File: src/rtl/supercar_scanner.sv
// Bouncing / rotating LED pattern register with a built-in step prescaler.
// The pattern sweeps end to end with an optional dwell at each end, or rotates, or holds.
module supercar_scanner #(
    parameter int N_BIT   = 8,
    parameter int PRESC_W = 16,
    parameter int DWELL   = 0
) (
    input  logic               clk,
    input  logic               rst,
    input  logic               en,
    input  logic               sin,
    input  logic [1:0]         mode,
    input  logic [PRESC_W-1:0] div,
    output logic [N_BIT-1:0]   pout,
    output logic               dir,
    output logic               step
);

    // state       | meaning
    // ST_UP       | shifting toward MSB
    // ST_DWELL_UP | parked at the MSB end, next move is down
    // ST_DOWN     | shifting toward LSB
    // ST_DWELL_DN | parked at the LSB end, next move is up
    typedef enum logic [1:0] {
        ST_UP       = 2'd0,
        ST_DWELL_UP = 2'd1,
        ST_DOWN     = 2'd2,
        ST_DWELL_DN = 2'd3
    } state_t;

    localparam logic [7:0] DWELL_C = 8'(DWELL);

    state_t               state;
    state_t               state_nxt;
    logic [7:0]           dc;
    logic [7:0]           dc_nxt;
    logic [PRESC_W-1:0]   pc;
    logic                 tick;
    logic [N_BIT-1:0]     pout_nxt;
    logic [N_BIT-1:0]     shift_up;
    logic [N_BIT-1:0]     shift_dn;

    // >= rather than == so that lowering div below the running count ticks at once
    assign tick = en && (pc >= div);

    always_ff @(posedge clk) begin
        if (rst) begin
            pc <= '0;
        end else if (en) begin
            pc <= tick ? '0 : pc + 1'b1;
        end
    end

    always_comb begin
        shift_up  = {pout[N_BIT-2:0], sin};
        shift_dn  = {sin, pout[N_BIT-1:1]};
        state_nxt = state;
        pout_nxt  = pout;
        dc_nxt    = dc;
        if (tick) begin
            case (mode)
                2'b00: begin
                    case (state)
                        ST_UP: begin
                            if (!pout[N_BIT-1]) begin
                                pout_nxt = shift_up;
                            end else if (DWELL == 0) begin
                                pout_nxt  = shift_dn;
                                state_nxt = ST_DOWN;
                            end else begin
                                dc_nxt    = 8'd1;
                                state_nxt = ST_DWELL_UP;
                            end
                        end
                        ST_DWELL_UP: begin
                            if (dc == DWELL_C) begin
                                pout_nxt  = shift_dn;
                                state_nxt = ST_DOWN;
                            end else begin
                                dc_nxt = dc + 8'd1;
                            end
                        end
                        ST_DOWN: begin
                            if (!pout[0]) begin
                                pout_nxt = shift_dn;
                            end else if (DWELL == 0) begin
                                pout_nxt  = shift_up;
                                state_nxt = ST_UP;
                            end else begin
                                dc_nxt    = 8'd1;
                                state_nxt = ST_DWELL_DN;
                            end
                        end
                        default: begin
                            if (dc == DWELL_C) begin
                                pout_nxt  = shift_up;
                                state_nxt = ST_UP;
                            end else begin
                                dc_nxt = dc + 8'd1;
                            end
                        end
                    endcase
                end
                2'b01: begin
                    pout_nxt  = {pout[N_BIT-2:0], pout[N_BIT-1] | sin};
                    state_nxt = ST_UP;
                    dc_nxt    = '0;
                end
                2'b10: begin
                    pout_nxt  = {pout[0] | sin, pout[N_BIT-1:1]};
                    state_nxt = ST_DOWN;
                    dc_nxt    = '0;
                end
                default: begin
                end
            endcase
        end
    end

    always_ff @(posedge clk) begin
        if (rst) begin
            state <= ST_UP;
            pout  <= '0;
            dc    <= '0;
            step  <= 1'b0;
        end else begin
            state <= state_nxt;
            pout  <= pout_nxt;
            dc    <= dc_nxt;
            step  <= tick;
        end
    end

    // dir reports the direction of the next movement, so it flips on entering a dwell
    assign dir = (state == ST_DOWN) || (state == ST_DWELL_UP);

endmodule
File: config.mk
export PLATFORM = sky130hd
export DESIGN_NAME = supercar_scanner
export DESIGN_NICKNAME = d
export VERILOG_FILES = /design/src/rtl/supercar_scanner.sv
export SDC_FILE = /design/constraint.sdc
export NUM_CORES = 1
export LEC_CHECK = 0
export ABC_AREA = 0
export BUFFER_PORTS_ARGS = -buffer_cell sky130_fd_sc_hd__buf_2
export CAP_MARGIN = 10
export CORE_MARGIN = 2
export CORE_UTILIZATION = 55
export CTS_CLUSTER_SIZE = 14
export DETAILED_ROUTE_END_ITERATION = 8
export PLACE_DENSITY = 0.79
export SLEW_MARGIN = 20
export SYNTH_ARGS = -nofsm -noshare
export SYNTH_HDL_FRONTEND = slang
export SYNTH_SLANG_ARGS = --single-unit
File: constraint.sdc
create_clock -name clk -period 4.5 [get_ports clk]
set_input_delay 0 -clock clk [delete_from_list [all_inputs] [get_ports clk]]
set_output_delay 0 -clock clk [all_outputs]
set_load 0.005 [all_outputs]
* Yosys cells after proc, flatten, opt, wreduce, memory -nomap -nowiden
Cells that the tools add are included.
** Operators by class
- Add/sub/neg operators :: 2
- Eq/ne operators :: 10
- Mux-type cells :: 16
- Magnitude comparators :: 1
- Bitwise gates (word level) :: 2
- Reductions and logical operators :: 12
** Operators with widths (number)
- 2-to-1 mux 8 bit :: 6
- one-hot mux 8 bit (3 select lines) :: 2
- adder 16 x 1 -> 16 bit (second input constant) :: 1
- greater-or-equal comparator 16 bit :: 1
- 2-to-1 mux 16 bit :: 1
- one-hot mux 8 bit (2 select lines) :: 1
- one-hot mux 2 bit (3 select lines) :: 2
- != test 3 bit (second input constant) :: 3
- adder 8 x 1 -> 8 bit (second input constant) :: 1
- zero test 8 bit :: 1
- 2-to-1 mux 2 bit :: 4
- AND reduction 4 bit :: 2
- AND reduction 6 bit :: 1
- equality test 2 x 1 -> 1 bit (second input constant) :: 2
- equality test 2 bit (second input constant) :: 2
- zero test 2 bit :: 2
- != test 2 bit (second input constant) :: 2
- != test 4 bit (second input constant) :: 1
- OR reduction 2 bit :: 2
- nonzero test 3 bit :: 1
- OR 1 bit :: 2
- nonzero test 2 bit :: 1
- logical AND 1 bit :: 1
- logical OR 1 bit :: 1
** Storage, ports and cells
- Register bits :: 35
- Output and inout bits :: 10
- Word-level logic and storage cells :: 48
- Input bits :: 22

* Depth between registers and ports, before layout
Gate-level depths: netlist of the first run.
- Word-level depth :: 4
- Depth in mapped cells :: 10
- Depth with buffers taken out :: 8

* Worst setup path after synthesis of the first run
No wires, ideal clock.
- Path type :: reg-to-reg
- From :: register pc[0]
- To :: register pc[1]
- Data required time :: 4.436 ns
- Setup slack :: 2.373 ns
- Arrival time :: 2.063 ns
- Clock period less this slack :: 2.127 ns
- Stages on the path, launching flop included :: 11
- Path buffers :: 2
- Path through :: dfxtp_1 inv_1 ha_1 nand2b_4 a2111o_1 a32oi_2 a21boi_2 or2_1 buf_6 buf_6 nor2_1
** Between the ends
- Word-level cells in the longest chain between the ends :: 3
- Elaborated cells on any way between the ends :: 4
- Classes of those cells :: 1 x add/sub; 1 x order compare; 1 x mux; 1 x reduce/logical
** RTL lines
- start, declared :: RTL line 37 : logic [PRESC_W-1:0] pc;
- start signal, assigned :: RTL line 50 : pc <= tick ? '0 : pc + 1'b1;
- greater-or-equal comparator 16 bit :: RTL line 44 : assign tick = en && (pc >= div);
- logical AND 1 bit :: RTL line 44
- 2-to-1 mux 16 bit (*) :: RTL line 50
Every way passes the cells marked *; elsewhere a longest branch is shown, timed or not.
A chain may end at the register's enable or synchronous reset.

* Final worst setup path of the first run
- From :: register pc[13]
- To :: register state[1]
** Between the ends
- Word-level cells in the longest chain between the ends :: 3
** RTL lines
- greater-or-equal comparator 16 bit :: RTL line 44
- logical AND 1 bit :: RTL line 44
- AND reduction 6 bit (no source line)
- end signal, assigned :: RTL line 127 : state <= state_nxt;
- end, declared :: RTL line 33 : state_t state;
No other way between the ends.

==> results.sh, run 1 <==
export IMPL_status="finished, final reports clean"
export IMPL_required_ns=4.71
export IMPL_die_w_um=59.6
export IMPL_grt_pass1_vias=1290
export IMPL_whs_ns=0.0300
export IMPL_min_period_ns=2.43
export IMPL_layout_commonest_cell="buf_2"
export IMPL_grt_setup_unrepaired="no"
export IMPL_drtAntennaViolNets=0
export IMPL_cp_slowest_cell="a21oi_2"
export IMPL_crit_type="reg2reg"
export IMPL_start_kind="register"
export IMPL_start_util_pct=56.7
export IMPL_syn_area_sq_um=1700
export IMPL_n_fill_cell=277
export IMPL_power_static_leakage_nw=0.881
export IMPL_cap_violations=0
export IMPL_cts_htree_levels=1
export IMPL_endpoint_kind="register"
export IMPL_groute_usage_overall_pct=19.8
export IMPL_syn_to_final_growth_pct=10.4
export IMPL_synth_largest_area_cell="dfxtp_1"
export IMPL_setup_violations=0
export IMPL_syn_nets=249
export IMPL_dpl_hpwl_um=2450
export IMPL_multi_input_area_sq_um=1060
export IMPL_grt_antenna_before_repair=0
export IMPL_powerDensity_nw_per_um2=203
export IMPL_ys_seq_elements=26
export IMPL_vias=1469
export IMPL_synthTopCellsByArea="dfxtp_1 31%, ha_1 15%, nor2_1 6.2%"
export IMPL_antennaDiodeCount=0
export IMPL_drv_slew=0
export IMPL_grt_start_max_net_pins=19
export IMPL_max_freq_mhz=412
export IMPL_yosysWarnings=0
export IMPL_hold_viol_final=0
export IMPL_max_slew_margin_pct=49.4
export IMPL_ios=32
export IMPL_die_area_sq_um=3550
export IMPL_worst_pin_slew_ns=0.759
export IMPL_core_sq_um=3000
export IMPL_cts_tree="done"
export IMPL_postSynthAreaPerCell_sq_um=8.26
export IMPL_yosys_area_top_type_share_pct=30.6
export IMPL_drt_pre_antenna_iters=4
export IMPL_ys_seq_area_share_pct=30.6
export IMPL_regArea_sq_um=520
export IMPL_grt_pass1_wl_um=5460
export IMPL_crit_path_max_fanout=18
export IMPL_drc=0
export IMPL_root_buffer="clkbuf_4"
export IMPL_finClkSkew_ns=0.00251
export IMPL_gp_congestion=0.810
export IMPL_synth_ff_type="dfxtp_1"
export IMPL_ir_drop_mv=0.130
export IMPL_fin_crit_sh_pct=54.0
export IMPL_numCtsBuffers=3
export IMPL_async_flop_share_pct=0
export IMPL_clock_latency_ns=0.30
export IMPL_cp_top_family="compound AO/OA/AOI/OAI gates"
export IMPL_clkSinkCount=26
export IMPL_critical_path_arrival_ns=2.64
export IMPL_wl_um=3170
export IMPL_num_rows=20
export IMPL_crit_path_max_incr_delay_ns=0.62
export IMPL_cp_cell_sequence="ha_1 -> nand4_1 -> nor3_1 -> a32oi_2 -> a21oi_2 -> a311oi_1 -> a41o_1"
export IMPL_layout_drive_gt1_share_pct=16.7
export IMPL_die_h_um=59.6
export IMPL_path_buf_inv=0
export IMPL_gr_total_overflow=0
export IMPL_clock_path_buffers=2
export IMPL_cts_repair_resized=0
export IMPL_min_path_type="in2reg"
export IMPL_post_drt_wl_per_cell_um=11.9
export IMPL_layout_common_cells="31 x buf_2, 28 x nor2_1, 26 x dfxtp_1"
export IMPL_drt_iter0_markers=37
export IMPL_vias_per_cell=5.52
export IMPL_io_buffers=31
export IMPL_synth_distinct_cells=36
export IMPL_tns_ns=0
export IMPL_synth_edf_count=0
export IMPL_cts_setup_buffers=0
export IMPL_num_nets_final=278
export IMPL_path_clk_slew_ns=0.13
export IMPL_hold_buffers=0
export IMPL_synthCells=206
per-stage QoR:
stage | power, mW | util [%] | instance area (sq um) | instances | worst slack (ns)
2_1_floorplan | 0.277 | - | 1700 | 206 | 2.37
6_report | 0.380 | 62.5 | 1880 | 266 | 2.07
5_1_grt | 0.403 | 62.5 | 1880 | 266 | 1.94
3_3_place_gp | 0.291 | 61.8 | 1860 | 263 | 2.12
3_5_place_dp | 0.292 | 61.8 | 1860 | 263 | 2.07
4_1_cts | 0.386 | 62.5 | 1880 | 266 | 2.07
cells in the mapped netlist (2+ instances only):
cell type and count:
a22oi_1 6, nor3_1 4, nand3_1 9, inv_1 22, xor2_1 11, xnor2_1 4, a211oi_1 7, nand2_1 12
o21ai_0 5, nor2b_1 2, nand2b_1 5, a21oi_1 9, and3_1 4, nor2_1 28, ha_1 21, dfxtp_1 26
clkbuf_1 4, mux2i_1 2, buf_6 2, nand4_1 7
worst register-to-register path, cell delays in order, from the launching register on:
cell and delay [ns]:
dfxtp_1 0.37, ha_1 0.31, nand4_1 0.17, nor3_1 0.26
a32oi_2 0.16, a21oi_2 0.62, a311oi_1 0.20, a41o_1 0.24
final cells by class:
type,count,area share (%)
multi-input combinational,151,56.2
sequential,26,27.7
timing repair buffer,31,8.26
inverter,22,4.40
tap,33,2.20
clock buffer,3,1.20
layer usage:
layer / track usage, % / wire (um) / part of all wire [%] / vias up
met5: 0 / 0 / 0 / -
met2: 32.5 / 1420 / 45 / 24
met4: 4.76 / 20 / 0.63 / 0
met3: 2.62 / 101 / 3.2 / 2
met1: 27.5 / 1630 / 51 / 673
li1: - / - / - / 770
path summary, 6_finish.rpt:
kind | from | to | slack [ns] | depth (start not counted)
min reg2reg | pc[15]$_SDFFE_PP0P_ | pc[15]$_SDFFE_PP0P_ | 0.55 | 2
min | rst | step$_SDFF_PP0_ | 0.03 | 2
max | pc[13]$_SDFFE_PP0P_ | state[1]$_SDFFE_PP0P_ | 2.07 | 7
max reg2reg | pc[13]$_SDFFE_PP0P_ | state[1]$_SDFFE_PP0P_ | 2.07 | 7
state kept, by name, indices dropped and copies added, names as in the netlist:
name   cells
state      1
pout       8
pc        16
step       1
where the power goes:
part           switching (mW)  internal, mW
Clock                  0.0624        0.0312
Combinational          0.0282        0.0238
Sequential            0.00277         0.232
Total                  0.0933         0.287
kinds of logic after synthesis:
group,Yosys count,share of synthesized area (%)
adders and majority gates,21,15.4
and+or+nand+nor,73,20.4
xor gates and xnor gates,15,7.72
muxes,2,1.18
AOI/OAI and AO/OA,40,17.3
DFF,26,30.6
buffers and inverters,29,7.35
Power figures use the tool's default switching activity.
==> run 2: changes to the inputs <==
Settings changed: ABC_AREA 0 to 1, CORE_UTILIZATION 55 to 51, PLACE_DENSITY 0.79 to 0.76.
Clock period 4.5 ns to 2.1 ns, I/O delays scaled along.
==> run 2 against run 1 <==
Cell area increased by 21%. Cell count increased by 45%. Worst hold slack improved by 0.14 ns. Area after synthesis increased by 18%. Clock power increased to 3.5 times the previous value. Sequential share of layout area decreased by 4.8 points. Largest cell class unchanged. Largest power group unchanged.
==> results.sh, run 2 <==
export IMPL_crit_path_max_incr_delay_ns=0.46
export IMPL_worstHoldEndpoint="pc[1]$_SDFFE_PP0P_"
export IMPL_syn_nets=349
export IMPL_antennaDiodeCount=0
export IMPL_fin_area_sq_um=2270
export IMPL_crit_type="reg2reg"
export IMPL_cap_violations=0
export IMPL_reg_largest_list="pc: 16 flops, pout: 8 flops"
export IMPL_powerDensity_nw_per_um2=422
export IMPL_synth_distinct_cells=34
export IMPL_r2r_cells=9
export IMPL_synth_largest_area_cell="dfxtp_1"
export IMPL_cts_setup_buffers=0
export IMPL_die_area_sq_um=4440
export IMPL_regArea_sq_um=520
export IMPL_ir_drop_mv=0.222
export IMPL_layout_common_cells="75 x nand2_1, 61 x inv_1, 37 x nor2_1"
export IMPL_whs_ns=0.171
export IMPL_dp_cells=382
export IMPL_cts_tree="done"
export IMPL_reg2reg_from="pc[11]$_SDFFE_PP0P_"
export IMPL_grt_pass1_vias=1751
export IMPL_drc=0
export IMPL_cts_htree_levels=1
export IMPL_hold_viol_final=0
export IMPL_ys_seq_area_share_pct=26.0
export IMPL_tns_ns=0
export IMPL_required_ns=2.30
export IMPL_synth_ff_type="dfxtp_1"
export IMPL_drtAntennaViolNets=0
export IMPL_die_w_um=66.6
export IMPL_drt_pre_antenna_iters=4
export IMPL_multi_input_area_sq_um=1200
export IMPL_ys_seq_elements=26
export IMPL_gp_congestion=0.906
export IMPL_root_buffer="clkbuf_8"
export IMPL_postSynthAreaPerCell_sq_um=6.53
export IMPL_grt_setup_unrepaired="no"
export IMPL_worstReg2RegEnd="pc[0]$_SDFFE_PP0P_"
export IMPL_syn_to_final_growth_pct=13.4
export IMPL_wl_um=4170
export IMPL_power_static_leakage_nw=1.15
export IMPL_ios=32
export IMPL_clock_latency_ns=0.27
export IMPL_cpMostUsedCell="nand2_2"
export IMPL_layout_drive_gt1_share_pct=16.2
export IMPL_num_rows=22
export IMPL_start_util_pct=53.8
export IMPL_critical_path_arrival_ns=2.02
export IMPL_cp_slowest_cell="dfxtp_1"
export IMPL_yosysMostFrequentCell="nand2_1"
export IMPL_post_drt_wl_per_cell_um=10.8
export IMPL_synth_edf_count=0
export IMPL_holdPathStages=3
export IMPL_groute_usage_overall_pct=20.7
export IMPL_endpoint_kind="register"
export IMPL_drv_slew=0
export IMPL_layout_commonest_cell="nand2_1"
export IMPL_fin_crit_sh_pct=86.3
export IMPL_grt_antenna_before_repair=0
export IMPL_setup_violations=0
export IMPL_cts_repair_resized=0
export IMPL_n_fill_cell=367
export IMPL_largest_reg_flops=16
export IMPL_min_period_ns=1.81
export IMPL_max_freq_mhz=551
export IMPL_dpl_hpwl_um=3210
export IMPL_max_slew_margin_pct=63.4
export IMPL_synth_common_cells="75 x nand2_1, 61 x inv_1, 37 x nor2_1, 26 x dfxtp_1, 21 x ha_1"
export IMPL_regMostFlops="pc"
export IMPL_io_buffers=31
export IMPL_synthCells=306
export IMPL_die_h_um=66.6
export IMPL_core_sq_um=3720
export IMPL_final_cells=387
export IMPL_drt_iter0_markers=145
export IMPL_grt_pass1_wl_um=7310
export IMPL_path_clk_slew_ns=0.09
export IMPL_gr_total_overflow=0
export IMPL_async_flop_share_pct=0
export IMPL_syn_area_sq_um=2000
export IMPL_yosysWarnings=0
export IMPL_finClkSkew_ns=0.00342
export IMPL_r2r_slack_ns=0.29
export IMPL_grt_start_max_net_pins=19
export IMPL_yosys_area_top_type_share_pct=26.0
export IMPL_hp_start="en"
export IMPL_status="finished, final reports clean"
export IMPL_clkSinkCount=26
export IMPL_num_nets_final=383
export IMPL_hold_buffers=1
export IMPL_synthTopCellsByArea="dfxtp_1 26%, nand2_1 14%, ha_1 13%"
export IMPL_vias_per_cell=4.91
export IMPL_vias=1899
export IMPL_numCtsBuffers=3
export IMPL_crit_path_max_fanout=11
export IMPL_clock_path_buffers=2
export IMPL_cp_cell_sequence="ha_1 -> a21oi_1 -> o21ai_1 -> a21oi_2 -> nand2_2 -> nand2_2 -> nand2_1 -> buf_12 -> nor3_1"
export IMPL_postLayoutCoreUtil_pct=61.0
export IMPL_min_path_type="in2reg"
export IMPL_worst_pin_slew_ns=0.544
export IMPL_start_kind="register"
export IMPL_post_dp_cell_area_sq_um=2200
==> run 2: changes by cell type in the layout (fill, tap and decap cells not counted), moves of 4 or more <==
cell	delta
a22oi_1	-6
nand4_1	+5
nand2_2	+4
nor2_1	+9
o21ai_0	+5
xor2_1	-6
a211oi_1	-7
and3_1	-4
inv_1	+39
nand2_1	+63
nand2b_1	-5
clkbuf_8	+4
==> run 2: layout make-up <==
class	count	area share (%)
clock buffers	4	2.43
multi-input cells	212	52.9
well taps	48	2.65
inverters	62	10.3
flip-flops and latches	26	23.0
repair buffers	35	8.83
==> run 2: critical path: cells and delay by family (launching register included) <==
kind            cells  cell delay (ns)
fa+ha+maj           1             0.30
buf+inv             1             0.17
flops               1             0.46
simple gates        4             0.41
compound gates      3             0.40
==> run 2: through the flow <==
step                setup WS [ns]  total power [mW]
CTS                         0.275             0.960
finish                      0.287             0.956
detailed placement          0.305             0.635
global route               0.0906              1.00
floorplan                   0.523             0.595
global placement            0.345             0.633
==> run 2: routing by layer <==
metal / vias to the layer above / track usage, % / wire [um]
met1: 821 / 28.5 / 2080
met4: 0 / 6.38 / 61
met5: - / 0 / 0
met3: 6 / 1.52 / 212
li1: 1021 / - / -
met2: 51 / 34.4 / 1810
==> run 2: cells by family (layout without fill, tap and decap cells) <==
kind of cell | count (synthesis) | after routing | synth area share (%)
buffers and inverters | 68 | 101 | 14.0
adders and majority gates | 21 | 21 | 13.1
xor gates and xnor gates | 6 | 6 | 2.63
and+or+nand+nor | 154 | 154 | 35.2
AOI/OAI and AO/OA | 31 | 31 | 9.01
DFF | 26 | 26 | 26.0
==> run 2: power breakdown <==
part           total (mW)  switching, mW  internal (mW)  leakage (nW)
registers           0.500        0.00407          0.496         0.210
logic               0.125         0.0756         0.0498         0.914
clock network       0.330          0.162          0.168        0.0288
total               0.956          0.242          0.714          1.15
==> run 2: worst max-delay path by stage <==
| stage | slack (ns) | endpoint | start | cells after the start |
|---|---|---|---|---|
| detailed placement | 0.30 | pc[0]$_SDFFE_PP0P_ | pc[11]$_SDFFE_PP0P_ | 9 |
| floorplan | 0.52 | pc[6]$_SDFFE_PP0P_ | pc[3]$_SDFFE_PP0P_ | 13 |
| global route | 0.09 | pout[6]$_SDFFE_PP0P_ | pc[0]$_SDFFE_PP0P_ | 14 |
| CTS | 0.27 | pc[0]$_SDFFE_PP0P_ | pc[11]$_SDFFE_PP0P_ | 9 |
| finish | 0.29 | pc[0]$_SDFFE_PP0P_ | pc[11]$_SDFFE_PP0P_ | 9 |
| global placement | 0.34 | pc[0]$_SDFFE_PP0P_ | pc[0]$_SDFFE_PP0P_ | 14 |
